==> src/rtl/spi_master_cfg.sv <==
// spi_master_cfg - parametrised SPI master with runtime mode and clock divider.
//
// Ports:
//   clk, rst          system clock (posedge), asynchronous active-high reset
//   start             transfer request, only honoured while idle
//   tx_data, ss_sel   word to send and slave index, captured on accept
//   cpol, cpha        SPI mode, captured on accept
//   clk_div           SCK half-period is clk_div+1 clk cycles, captured on accept
//   miso              serial input from the slave (already in the clk domain)
//   busy              high from the cycle after accept up to (not incl.) done
//   done              one-cycle completion pulse; rx_data valid with it
//   rx_data           last received word, held between transfers
//   sck, mosi         registered serial clock and data
//   ss_n              one-hot-low slave selects
//
// Sequence: IDLE -> SETUP (H) -> XFER (2*DATA_W*H) -> HOLD (H) -> DONE (1).
// Every output is a register, so the pins change exactly on clk edges.
module spi_master_cfg #(
  parameter int DATA_W    = 8,
  parameter int DIV_W     = 8,
  parameter int NUM_SS    = 1,
  parameter int SEL_W     = 1,
  parameter bit LSB_FIRST = 1'b0
) (
  input  logic              clk,
  input  logic              rst,
  input  logic              start,
  input  logic [DATA_W-1:0] tx_data,
  input  logic [SEL_W-1:0]  ss_sel,
  input  logic              cpol,
  input  logic              cpha,
  input  logic [DIV_W-1:0]  clk_div,
  input  logic              miso,
  output logic              busy,
  output logic              done,
  output logic [DATA_W-1:0] rx_data,
  output logic              sck,
  output logic              mosi,
  output logic [NUM_SS-1:0] ss_n
);

  localparam int CNT_W = $clog2(DATA_W);
  localparam logic [CNT_W-1:0] LAST_BIT = CNT_W'(DATA_W - 1);

  typedef enum logic [2:0] {IDLE, SETUP, XFER, HOLD, DONE} state_t;

  state_t            state_reg;
  logic [DATA_W-1:0] tx_reg;
  logic [DATA_W-1:0] rx_shift_reg;
  logic              cpol_reg;
  logic              cpha_reg;
  logic [DIV_W-1:0]  div_reg;
  logic [DIV_W-1:0]  half_cnt_reg;
  logic [CNT_W-1:0]  bit_cnt_reg;
  // 0 while in the leading half-period of the current bit, 1 in the trailing one
  logic              trail_reg;
  logic [NUM_SS-1:0] sel_dec;

  // Decode the requested slave; an out-of-range index leaves every select high.
  genvar gi;
  generate
    for (gi = 0; gi < NUM_SS; gi++) begin : g_sel
      assign sel_dec[gi] = (32'(ss_sel) != gi);
    end
  endgenerate

  // Position in tx/rx words of the k-th bit on the wire.
  function automatic logic [CNT_W-1:0] bit_idx(input logic [CNT_W-1:0] k);
    return LSB_FIRST ? k : (LAST_BIT - k);
  endfunction

  // Shift one received bit in; after DATA_W samples the word is in order.
  function automatic logic [DATA_W-1:0] shift_in(input logic [DATA_W-1:0] r,
                                                 input logic b);
    return LSB_FIRST ? {b, r[DATA_W-1:1]} : {r[DATA_W-2:0], b};
  endfunction

  always_ff @(posedge clk or posedge rst) begin
    if (rst) begin
      state_reg    <= IDLE;
      busy         <= 1'b0;
      done         <= 1'b0;
      rx_data      <= '0;
      sck          <= 1'b0;
      mosi         <= 1'b0;
      ss_n         <= '1;
      tx_reg       <= '0;
      rx_shift_reg <= '0;
      cpol_reg     <= 1'b0;
      cpha_reg     <= 1'b0;
      div_reg      <= '0;
      half_cnt_reg <= '0;
      bit_cnt_reg  <= '0;
      trail_reg    <= 1'b0;
    end else begin
      case (state_reg)
        IDLE: begin
          if (start) begin
            state_reg    <= SETUP;
            busy         <= 1'b1;
            tx_reg       <= tx_data;
            cpol_reg     <= cpol;
            cpha_reg     <= cpha;
            div_reg      <= clk_div;
            half_cnt_reg <= '0;
            bit_cnt_reg  <= '0;
            trail_reg    <= 1'b0;
            rx_shift_reg <= '0;
            sck          <= cpol;
            ss_n         <= sel_dec;
            // Mode with cpha=0 needs the first bit on the wire before edge 1.
            mosi         <= cpha ? 1'b0 : tx_data[bit_idx(CNT_W'(0))];
          end
        end

        SETUP: begin
          if (half_cnt_reg == div_reg) begin
            // Leading edge of bit 0 starts the first half-period of XFER.
            state_reg    <= XFER;
            half_cnt_reg <= '0;
            sck          <= ~cpol_reg;
            if (cpha_reg) mosi <= tx_reg[bit_idx(CNT_W'(0))];
            else          rx_shift_reg <= shift_in(rx_shift_reg, miso);
          end else begin
            half_cnt_reg <= half_cnt_reg + DIV_W'(1);
          end
        end

        XFER: begin
          if (half_cnt_reg == div_reg) begin
            half_cnt_reg <= '0;
            if (!trail_reg) begin
              // Trailing edge of the current bit.
              trail_reg <= 1'b1;
              sck       <= cpol_reg;
              if (cpha_reg)
                rx_shift_reg <= shift_in(rx_shift_reg, miso);
              else if (bit_cnt_reg != LAST_BIT)
                mosi <= tx_reg[bit_idx(bit_cnt_reg + CNT_W'(1))];
            end else if (bit_cnt_reg == LAST_BIT) begin
              // Last trailing half-period has elapsed; sck already sits at cpol.
              state_reg <= HOLD;
            end else begin
              // Leading edge of the next bit.
              trail_reg   <= 1'b0;
              sck         <= ~cpol_reg;
              bit_cnt_reg <= bit_cnt_reg + CNT_W'(1);
              if (cpha_reg) mosi <= tx_reg[bit_idx(bit_cnt_reg + CNT_W'(1))];
              else          rx_shift_reg <= shift_in(rx_shift_reg, miso);
            end
          end else begin
            half_cnt_reg <= half_cnt_reg + DIV_W'(1);
          end
        end

        HOLD: begin
          if (half_cnt_reg == div_reg) begin
            state_reg <= DONE;
            done      <= 1'b1;
            busy      <= 1'b0;
            rx_data   <= rx_shift_reg;
            ss_n      <= '1;
            mosi      <= 1'b0;
          end else begin
            half_cnt_reg <= half_cnt_reg + DIV_W'(1);
          end
        end

        DONE: begin
          // start is deliberately not looked at here; a new request must
          // arrive while idle.
          state_reg <= IDLE;
          done      <= 1'b0;
        end

        default: state_reg <= IDLE;
      endcase
    end
  end

endmodule

==> config.mk <==
export PLATFORM = sky130hd
export DESIGN_NAME = spi_master_cfg
export DESIGN_NICKNAME = d
export VERILOG_FILES = /design/src/rtl/spi_master_cfg.sv
export SDC_FILE = /design/constraint.sdc
export NUM_CORES = 1
export LEC_CHECK = 0
export ABC_CLOCK_PERIOD_IN_PS = 1700
export BUFFER_PORTS_ARGS = -buffer_cell sky130_fd_sc_hd__buf_2
export CORE_ASPECT_RATIO = 1.75
export CORE_MARGIN = 2
export CORE_UTILIZATION = 52
export DETAILED_ROUTE_END_ITERATION = 16
export PLACE_DENSITY = 0.72
export SLEW_MARGIN = 20
export SYNTH_ARGS = -nofsm -noshare
export SYNTH_HDL_FRONTEND = slang
export SYNTH_SLANG_ARGS = --single-unit
==> constraint.sdc <==
create_clock -name clk -period 1.7 [get_ports clk]
set_input_delay 0.255 -clock clk [delete_from_list [all_inputs] [get_ports clk]]
set_output_delay 0.255 -clock clk [all_outputs]
set_load 0.02 [all_outputs]
# After elaboration in Yosys (flattened, before gate mapping)
# Cells that the tools add are included.
totals:
  reg_bits: 54
  latchBits: 0
  ramBits: 0
  mem_bits_ro: 0
  input_bits: 23
  n_memories: 0
classes:
  n_addsub: 3
  n_mul: 0
  n_div: 0
  order_cmp: 1
  n_eq_ne: 21
  shifts: 0
  mux: 54
  bitwise: 1
  reduce_logical: 19
ops:
  columns: ["cell", "count"]
  rows:
  - ["$mux 8", 9]
  - ["$pmux 8 s3", 2]
  - ["$mux 3", 10]
  - ["$mux 1", 24]
  - ["$ne 2x2->1 const B", 9]
  - ["$ne 3x3->1 const B", 6]
  - ["$pmux 3 s4", 1]
  - ["$reduce_and 6->1", 2]
  - ["$reduce_and 10->1", 1]
  - ["$reduce_and 5->1", 2]
  - ["$reduce_and 3->1", 3]
  - ["$add 8x1->8 const B", 1]
  - ["$eq 8x8->1", 1]
  - ["$pmux 1 s2", 4]
  - ["$eq 3x2->1 const B", 2]
  - ["$eq 3x3->1 const B", 2]
  - ["$pmux 3 s2", 1]
  - ["$reduce_and 2->1", 3]
  - ["$reduce_bool 2->1", 3]
  - ["$reduce_bool 3->1", 2]
  - ["$lt 3x4->1 const B", 1]
  - ["$pmux 1 s4", 1]
  - ["$reduce_bool 4->1", 1]
  - ["$add 3x1->3 const B", 1]
  - ["7 further kinds", 7]

# Depth between registers and ports, before layout
logic_depth:
  depth_word: 9
  depth_mapped: 7

# Worst setup path after synthesis
# No wires, ideal clock.
synth_path:
  path_type: "register -> register"
  from: "register bit_cnt_reg[0]"
  to: "register mosi"
  setup_time_ns: 0.128
  arrival_time_ns: 1.756
  setup_slack_ns: -0.184
  stages_incl_launch_ff: 8
  path_buffers: 0
  period_less_slack_ns: 1.884
  path_cell_list: "dfrtp_1 -> ha_1 -> ha_1 -> nand3_1 -> o21ai_0 -> a21oi_1 -> o311ai_2 -> mux2_1"
synth_between:
  elab_chain_cells: 9
  elab_cells_between_ends: 16
synth_lines:
  columns: ["item", "line", "text"]
  rows:
  - ["from (decl)", "54", "logic [CNT_W-1:0] bit_cnt_reg;"]
  - ["from (signal assigned)", "147", "bit_cnt_reg <= bit_cnt_reg + CNT_W'(1);"]
  - ["$add 3x1->3", "139, 148", null]
  - ["$sub 3x3->3", "69", "return LSB_FIRST ? k : (LAST_BIT - k);"]
  - ["$bmux 1 s3", "139, 148", null]
  - ["$mux 1 (implied by the code)", "139, 148", null]
  - ["$mux 1 (on tied branches)", "138, 148", null]
  - ["$mux 1 (on tied branches)", "136, 140", null]
  - ["$mux 1", "132", "if (!trail_reg) begin"]
  - ["$mux 1", "130", "if (half_cnt_reg == div_reg) begin"]
  - ["$pmux 1 s4", "96", "case (state_reg)"]
  - ["to (signal assigned)", "112", "mosi <= cpha ? 1'b0 : tx_data[bit_idx(CNT_W'(0))];"]
  - ["to (signal assigned)", "139", "mosi <= tx_reg[bit_idx(bit_cnt_reg + CNT_W'(1))];"]
  - ["to (signal assigned)", "148", "if (cpha_reg) mosi <= tx_reg[bit_idx(bit_cnt_reg + CNT_W'(1))];"]
  - ["to (decl)", "38", "output logic mosi,"]
# Parallel ways exist; a longest one is shown, timed or not. The select of a mux whose other input is x is not followed.
# A chain may end at the register's enable or synchronous reset.

# Final worst setup path
layout_path:
  from: "register div_reg[4]"
  to: "register half_cnt_reg[5]"
layout_between:
  elab_chain_cells: 3
  elab_cells_between_ends: 5
layout_lines:
  columns: ["item", "line", "text"]
  rows:
  - ["from (decl)", "52", "logic [DIV_W-1:0] div_reg;"]
  - ["from (signal assigned)", "104", "div_reg <= clk_div;"]
  - ["$eq 8x8->1 (*)", "117, 130, 157", null]
  - ["$mux 8 / $ne 2x2->1 (equally long branches)", null, null]
  - ["$pmux 8 s3 / $reduce_and 3->1 (equally long branches)", null, null]
  - ["to (signal assigned)", "125", "half_cnt_reg <= half_cnt_reg + DIV_W'(1);"]
  - ["to (signal assigned)", "152", "half_cnt_reg <= half_cnt_reg + DIV_W'(1);"]
  - ["to (signal assigned)", "165", "half_cnt_reg <= half_cnt_reg + DIV_W'(1);"]
  - ["to (decl)", "53", "logic [DIV_W-1:0] half_cnt_reg;"]
# Mark *: on every way between the ends. The rest lies on a longest branch, timed or not.

==> impl_metrics.py <==
metrics = {
    "setup_path": {
        "worstReg2RegStart": "div_reg[4]",
        "crit_path_end_kind": "register",
        "critPathKind": "reg -> reg",
        "arrival_ns": 2.18,
        "cp-start-kind": "register",
        "required_ns": 1.94,
        "cp_max_fo": 5,
        "startpoint": "div_reg[4]",
    },
    "synth": {
        "yosysTopAreaCell": "dfrtp_1",
        "ys_seq_elements": 54,
        "synth_top_area_share_pct": 47.6,
        "synth_area_leaders": "dfrtp_1 48%, mux2_2 8.1%, mux2_4 3.8%, xnor2_1 2.8%, o21ai_0 2.0%",
        "synthFlopType": "dfrtp_1",
        "synth-edff-count": 0,
        "synth_common_cells": "53 x dfrtp_1, 20 x mux2_2, 11 x o21ai_0, 10 x nand2_1",
        "syn-num-nets": 264,
        "yosysUniqueCellTypes": 58,
        "netlist_area_um2": 2790,
        "yosysMostFrequentCell": "dfrtp_1",
        "syn_inst": 238,
        "yosysSeqAreaShare_pct": 48.5,
        "synth-async-reset-ratio_pct": 100,
        "synth_warnings": 0,
        "syn_avg_cell_area_um2": 11.7,
    },
    "floorplan": {
        "chipHeight_um": 101,
        "design.core.area_um2": 5210,
        "pin_count": 36,
        "fp.dieArea_um2": 5990,
        "die_width_um": 59.3,
        "initial_core_util_pct": 53.5,
        "fp-row-count": 35,
    },
    "power_and_ir_drop": {
        "combPwrFrac_pct": 57.2,
        "p_sw_share_pct": 39.9,
        "leakage_nw": 1.77,
        "p_int_mw": 3.97,
        "powerDensity_nw_per_um2": 1630,
        "irDropWorstVdd_mv": 1.08,
        "power_frac_clock_pct": 11.6,
        "power_switching_mw": 2.64,
        "power_frac_seq_pct": 31.2,
    },
    "global_route": {
        "grt_max_degree": 29,
        "grt_overflow_total": 0,
        "use_met3_pct": 3.21,
        "grtUsageMet2_pct": 45.8,
        "grt_pass1_wl_um": 11700,
        "grt_use_met1_pct": 27.8,
        "grt.total_usage_pct": 25.8,
        "grt_pass1_vias": 2505,
        "grt_busiest_layer": "met2",
        "antenna_found_initial": 0,
    },
    "timing": {
        "min_period_ns": 1.94,
        "max_freq_mhz": 517,
        "worstMarginPinSlew_ns": 0.405,
        "worst_hold_slack_ns": 0.118,
        "drv_slew": 0,
        "hold_viol_final": 0,
        "finalSetupViolCount": 30,
        "relSlewSlack_pct": 72.8,
        "finalCritPeriodShare_pct": 114,
        "fin_ws_ns": -0.235,
        "rsz0062_at_grt": "true",
        "fin_skew_ns": 0.0149,
    },
    "detailed_routing": {
        "wire_per_inst_um": 19.6,
        "dr.first_iter.drc_count": 70,
        "first_pass_iters": 5,
        "ant_nets": 0,
        "drc": 0,
        "vias": 2384,
        "post_drt_via_cell_ratio": 6.10,
        "totalWireLength_um": 7650,
    },
    "placement": {
        "post-place-ws_ns": -0.136,
        "gp_congestion": 1.01,
        "postPlaceCellArea_um2": 3400,
        "numPortBuffers": 35,
        "hpwl_um": 4910,
    },
    "clocking": {
        "tritoncts": "yes",
        "cts_buffers": 5,
        "htreeDepth": 2,
        "cts.root.buffer_cell": "clkbuf_8",
        "clock_latency_ns": 0.32,
        "cts_sinks": 54,
        "clk_path_buf_depth": 2,
        "path_clk_slew_ns": 0.10,
    },
    "final_layout": {
        "fillers": 308,
        "final_area_um2": 4060,
        "diodes": 0,
        "final_nets": 361,
        "drive_gt1_share_pct": 60.7,
        "area_delta_synth_final_pct": 45.8,
        "utilization_pct": 78.0,
    },
    "outcome": {
        "outcome": "finished with violations",
        "violations": "setup timing",
    },
    "min_path": {
        "hold_class": "in -> reg",
        "worst_hold_startpoint": "ss_sel",
    },
    "run": {
        "drv_cap": 0,
    },
}
[through the flow]
| step | power, mW | instances | setup TNS, ns |
|---|---|---|---|
| after CTS | 6.04 | 385 | -1.64 |
| after global placement | 4.70 | 364 | -1.64 |
| after detailed placement | 4.77 | 364 | -2.20 |
| final | 6.61 | 391 | -2.99 |
| after floorplan | 3.77 | 238 | -0.287 |
| after global routing | 6.93 | 391 | -5.13 |
[cell type report]
type                            count  area [um^2]  share of cell area (%)
Tap cell                           55         68.8                    1.69
Inverter                            8         30.0                   0.739
Timing Repair Buffer              103          838                    20.6
Clock buffer                        6         82.6                    2.03
Clock inverter                      2         16.3                   0.400
Multi-Input combinational cell    163         1670                    41.1
Sequential cell                    54         1360                    33.4
[layer usage]
layer  wire length (um)  up-vias
met5                  0        -
met4                463        0
met3                237       40
met2               4290       76
met1               2650     1188
li1                   -     1080
[layout by cell type, fill, tap and decap left out, drive strengths merged, types with 2 or more instances in the layout]
cell type,synthesis,routed
nand3,3,3
nand2,10,10
mux4,2,2
nor3b,3,3
nor4,2,2
a22o,6,6
and3,2,2
dfrtp,53,53
nand3b,2,2
or3,3,3
clkbuf,2,6
o211ai,2,2
o21ai,13,13
nand4,4,4
a32o,3,3
inv,8,9
nor3,6,6
nor2,11,11
mux2,28,28
nor2b,2,2
a21oi,9,9
buf,12,102
o221ai,2,2
and2,3,3
ha,3,3
nand2b,6,6
a31oi,2,2
o31ai,7,8
or4,4,4
xnor2,9,9
[worst paths after layout]
path,slack (ns),endpoint,cells past startpoint
setup / recovery,-0.24,half_cnt_reg[5],8
hold / removal,0.12,ss_n,3
setup reg to reg,-0.24,half_cnt_reg[5],8
hold reg to reg,0.51,rx_data[6],1
max in group asynchronous,0.77,rx_shift_reg[5],4
min in group asynchronous,0.43,bit_cnt_reg[0],3
[kinds of logic after synthesis]
family,after synthesis,share of synthesized area (%)
simple gates,63,14.0
compound gates,56,14.9
flops,54,48.5
mux,31,14.2
buf+inv,22,4.26
xor+xnor,9,2.83
fa+ha+maj,3,1.35
[worst max-delay path, stage by stage, from the launching register on]
cell and delay, ns:
dfrtp_1 0.42, xnor2_2 0.15, nand4_2 0.13, buf_6 0.13
buf_6 0.12, o31ai_4 0.08, buf_6 0.15, or4_4 0.52
a21oi_2 0.17
[power groups by stage]
stage / registers (mW) / logic, mW / clock network (mW)
after global placement: 2.05 / 2.65 / 0
after floorplan: 2.05 / 1.72 / 0
after global routing: 2.12 / 3.99 / 0.826
after CTS: 2.02 / 3.23 / 0.785
final: 2.06 / 3.78 / 0.767
after detailed placement: 2.06 / 2.71 / 0
[repair_timing]
item,4_1_cts,5_1_grt
hold buffers,1,0
pin swaps,15,26
hold endpoints to repair,11,0
endpoints found under the setup margin,31,36
resized for setup,39,51
setup buffers,11,8
cloned,2,0
Power figures use the tool's default switching activity.
